[config.mk]
export PLATFORM = sky130hd
export DESIGN_NAME = ir_err_compute
export DESIGN_NICKNAME = d
export VERILOG_FILES = /design/src/rtl/ir_err_compute.sv
export SDC_FILE = /design/constraint.sdc
export NUM_CORES = 1
export LEC_CHECK = 0
export BUFFER_PORTS_ARGS = -buffer_cell sky130_fd_sc_hd__buf_4
export CELL_PAD_IN_SITES_DETAIL_PLACEMENT = 0
export CELL_PAD_IN_SITES_GLOBAL_PLACEMENT = 1
export CORE_UTILIZATION = 34
export CTS_BUF_LIST = sky130_fd_sc_hd__clkbuf_4 sky130_fd_sc_hd__clkbuf_8
export CTS_CLUSTER_DIAMETER = 60
export DETAILED_ROUTE_END_ITERATION = 12
export PLACE_DENSITY_LB_ADDON = 0.1
export SLEW_MARGIN = 25
export SYNTH_ARGS = -nofsm -noshare
export SYNTH_HDL_FRONTEND = slang
export SYNTH_SLANG_ARGS = --single-unit
[constraint.sdc]
create_clock -name clk -period 11.91 [get_ports clk]
set_clock_uncertainty 0.05 [all_clocks]
set_input_delay 0.5955 -clock clk [delete_from_list [all_inputs] [get_ports clk]]
set_output_delay 0.5955 -clock clk [all_outputs]
set_load 0.05 [all_outputs]
[src/rtl/ir_err_compute.sv]
// rtl/ir_err_compute.sv - sequential weighted IR steering error front end
module ir_err_compute #(
    parameter int SETTLE = 2
) (
    input  logic        clk,
    input  logic        rst_n,
    input  logic        strt_cnv,
    input  logic [11:0] IR_val,
    output logic [2:0]  sel,
    output logic        busy,
    output logic [11:0] error,
    output logic        err_vld
);

    localparam logic [3:0] SETTLE_C = 4'(SETTLE);

    typedef enum logic {
        IDLE,
        CONV
    } state_t;

    state_t             state_q, state_d;
    logic [3:0]         cnt_q, cnt_d;
    logic [2:0]         sel_q, sel_d;
    logic signed [16:0] acc_q, acc_d;
    logic [11:0]        err_q, err_d;
    logic               vld_q, vld_d;

    logic signed [16:0] mag;
    logic signed [16:0] term;
    logic signed [16:0] acc_sum;

    // Weight the current reading: magnitude 1<<sel[2:1], left sensors (odd sel) negative
    always_comb begin
        mag     = {5'b0, IR_val} << sel_q[2:1];
        term    = sel_q[0] ? -mag : mag;
        acc_sum = acc_q + term;
    end

    // Next-state: settle counting, sampling on the settle terminal count, completion on sel=7
    always_comb begin
        state_d = state_q;
        cnt_d   = cnt_q;
        sel_d   = sel_q;
        acc_d   = acc_q;
        err_d   = err_q;
        vld_d   = 1'b0;
        case (state_q)
            IDLE: begin
                if (strt_cnv) begin
                    state_d = CONV;
                    cnt_d   = 4'd0;
                    sel_d   = 3'd0;
                    acc_d   = '0;
                end
            end
            CONV: begin
                if (cnt_q == SETTLE_C) begin
                    cnt_d = 4'd0;
                    acc_d = acc_sum;
                    sel_d = sel_q + 3'd1;
                    if (sel_q == 3'd7) begin
                        // Only the finished sum ever reaches error; floor shift by 5
                        state_d = IDLE;
                        sel_d   = 3'd0;
                        err_d   = acc_sum[16:5];
                        vld_d   = 1'b1;
                    end
                end else begin
                    cnt_d = cnt_q + 4'd1;
                end
            end
            default: state_d = IDLE;
        endcase
    end

    // State register; asynchronous reset discards any partial conversion
    always_ff @(posedge clk or negedge rst_n) begin
        if (!rst_n) begin
            state_q <= IDLE;
            cnt_q   <= 4'd0;
            sel_q   <= 3'd0;
            acc_q   <= '0;
            err_q   <= 12'd0;
            vld_q   <= 1'b0;
        end else begin
            state_q <= state_d;
            cnt_q   <= cnt_d;
            sel_q   <= sel_d;
            acc_q   <= acc_d;
            err_q   <= err_d;
            vld_q   <= vld_d;
        end
    end

    assign sel     = sel_q;
    assign busy    = (state_q == CONV);
    assign error   = err_q;
    assign err_vld = vld_q;

endmodule
==> metrics.txt <==
multiplexer share of the synthesized area=11.0%; placed cell area=3360 um2; Resize count post-CTS=0; Slowest Stage Delay on Critical Path=910 ps; Fmax=223 MHz; crit-path max FO=25; placed insts=448; H-tree depth=2; Hold-fix buffers, CTS=0; final hold violation count=0; R2R Setup Slk=7420 ps; Top cell by count, worst path=o21ai_0; CP Capture Type=register; final worst slack=7420 ps; Reg-to-Reg Start=sel[1]; vias in the first global route=2435; Slew Limit Fails=0; largest net degree at the start of global routing=39; Worst Path Buf+Inv=0; worst hold-check path type=input port to async pin; Crit path required time=12010 ps; nets@finish=384; core area=8680 um2; Tot GR Track Use=16.4%; Yosys reg bits=38; Die X=96.6 um; Crit Path Class=register to register; Synth Area in Adders=9.29%; Area growth syn-to-layout=13.9%; complex-gate fraction of the synthesized area=23.9%; synth warn=0; share of cells above drive strength 1=17.8%; CP startpoint kind=register; detailed placement HPWL=5430 um; worst slack at placement=7420 ps; final wirelength=7230 um; Num CTS Buffers=5; Syn Inst Count=321; Tmin final=4490 ps; Post-route DRC=0; family with the most delay on the worst path=compound AO/OA/AOI/OAI gates; Post-synth ARST share=100%; global-route wire length before repair=12500 um; Top Ports=32; # rows=34; largest family of logic cells by synthesized area=compound AO/OA/AOI/OAI gates; Routed WL per cell=15.9 um; status=completed; initial antenna violation count=0; cell area after layout=3460 um2; Worst-Margin Slew=870 ps; Slew headroom=42.0%; Setup Viol. Count Final=0; top_reg_cell synth=dfrtp_1; first-pass iteration count of the detailed router=4; chip height=96.6 um; unrepaired setup endpoints after global routing=no; final std cells w/o fill=456; later-pin clock latency in the skew report=290 ps; Slowest-stage cell, CP=dfrtp_1; clk sinks=38; Period Utilization, post-route=37.7%; Root Driver=clkbuf_8; Port Buffers=31; CTS tree=yes; Initial Utilization=35.1%; Antenna Nets Post-Route=0; Cell variety after synth=57; syn_nets=358; Max Cap Violations=0; total negative setup slack=0 ps; Worst R2R Path Depth=10; Via Count=2422; register area share after synthesis=31.3%; Crit Reg-Reg Endpoint=error[9]; crit-path cells=mux4_1, o31a_1, xnor2_1, ha_1, a2111o_1, o21ai_0, o21ai_0, a221oi_1, mux2i_1, o211ai_1; total gr overflow=0; Avg Cell Area, Syn=9.48 um2; diodes inserted=0; Initial DRC Count=68; clk slew on worst S/H paths=80 ps; Max Root-Sink Buffers=2; DR vias/cell=5.31; Synth Area in XOR/XNOR=7.94%; Routability Congestion=0.874; EDFF count, synth=0; Post-Syn Area=3040 um2; Die Area=9330 um2; setup bufs post-CTS=0; crit path DAT=4590 ps; post-synthesis simple-gate area fraction=12.6%
-- how the worst max path moves through the flow --
stage	end	slack, ps	cells past startpoint	from
final	error[9]	7420	10	sel[1]
after CTS	error[9]	7390	10	sel[1]
after global placement	acc_q[14]	7440	10	sel[1]
after global routing	error[11]	7080	14	sel[1]
after floorplan	acc_q[16]	7680	18	sel[1]
after detailed placement	acc_q[14]	7420	10	sel[1]
-- worst register-to-register path: stages, from the launching register on --
cell and delay [ps]:
dfrtp_1 910, mux4_1 750, o31a_1 330, xnor2_1 130
ha_1 360, a2111o_1 470, o21ai_0 250, o21ai_0 190
a221oi_1 510, mux2i_1 280, o211ai_1 110
-- through the flow --
stage          utilization (%)  hold slack, ps
3_5_place_dp              38.7             421
6_report                  39.9             217
2_1_floorplan                -             250
4_1_cts                   39.9             233
3_3_place_gp              38.7             415
5_1_grt                   39.9             260
-- cells by family (layout without fill, tap and decap cells) --
logic type,count (synthesis),in the layout
multiplexers,23,23
AND/OR/NAND/NOR,79,79
XOR/XNOR,26,26
buffers and inverters,28,55
AO/OA/AOI/OAI,105,105
flip-flops,38,38
adder cells (fa/ha/maj),22,22
-- sequential cells by signal, indices dropped and copies added (netlist names) --
name     cells
acc_q       17
busy         1
cnt_q        4
err_vld      1
error       12
sel          3
-- synthesized netlist by cell type, types with 2 or more instances --
master / n / area, um2
a211oi_1: 2 / 15.0
o31ai_1: 6 / 45.0
nand2_1: 37 / 139
clkbuf_1: 8 / 30.0
mux4_2: 2 / 45.0
nor3_1: 2 / 10.0
o21bai_1: 2 / 15.0
a211o_1: 2 / 17.5
a21o_1: 8 / 60.1
mux2_2: 10 / 113
o31a_1: 3 / 26.3
o211ai_1: 5 / 37.5
inv_1: 12 / 45.0
o21a_1: 8 / 60.1
buf_6: 2 / 22.5
nor3b_1: 2 / 15.0
a31oi_1: 2 / 12.5
nand3_1: 4 / 20.0
buf_1: 2 / 7.51
xor2_1: 11 / 96.3
o21ai_0: 29 / 145
nand2b_1: 4 / 25.0
buf_2: 2 / 10.0
nor2_1: 11 / 41.3
a22o_1: 9 / 78.8
or2_2: 2 / 12.5
nor2b_1: 3 / 18.8
xnor2_1: 14 / 123
o22ai_1: 2 / 12.5
mux2i_1: 6 / 60.1
a21oi_1: 18 / 90.1
and3_1: 5 / 31.3
mux4_1: 3 / 78.8
dfrtp_1: 38 / 951
nand3b_1: 3 / 22.5
ha_1: 21 / 263
-- cells in the final DEF, fill, tap and decap left out, types with 3 or more instances in the layout --
cell type	instances
nor2_1	11
nand2_1	37
xor2_1	11
nand3_1	4
nand3b_1	3
inv_1	12
mux4_1	3
mux2_2	10
buf_4	33
o31ai_1	6
a21o_1	8
clkbuf_8	5
o21ai_0	29
o211ai_1	5
nand2b_1	4
mux2i_1	6
and3_1	5
ha_1	21
o21a_1	8
dfrtp_1	38
nor2b_1	3
xnor2_1	14
a22o_1	9
o31a_1	3
a21oi_1	18
-- layout make-up --
cell class                      instances  area (um2)
Sequential cell                        38         951
Timing Repair Buffer                   33         248
Clock buffer                            5        68.8
Fill cell                             922        5210
Tap cell                              108         135
Multi-Input combinational cell        255        1970
Clock inverter                          3        40.0
Inverter                               14        52.6
-- per-layer routing --
layer	wire (um)	part of all wire, %	track usage [%]
met5	0	0	0
met4	159	2.2	5.51
met3	152	2.1	2.46
met2	3130	43	25.4
met1	3790	52	23.4
Power is not shown: default switching activity piles up to over one toggle a cycle in this logic, so the estimate is an artifact.
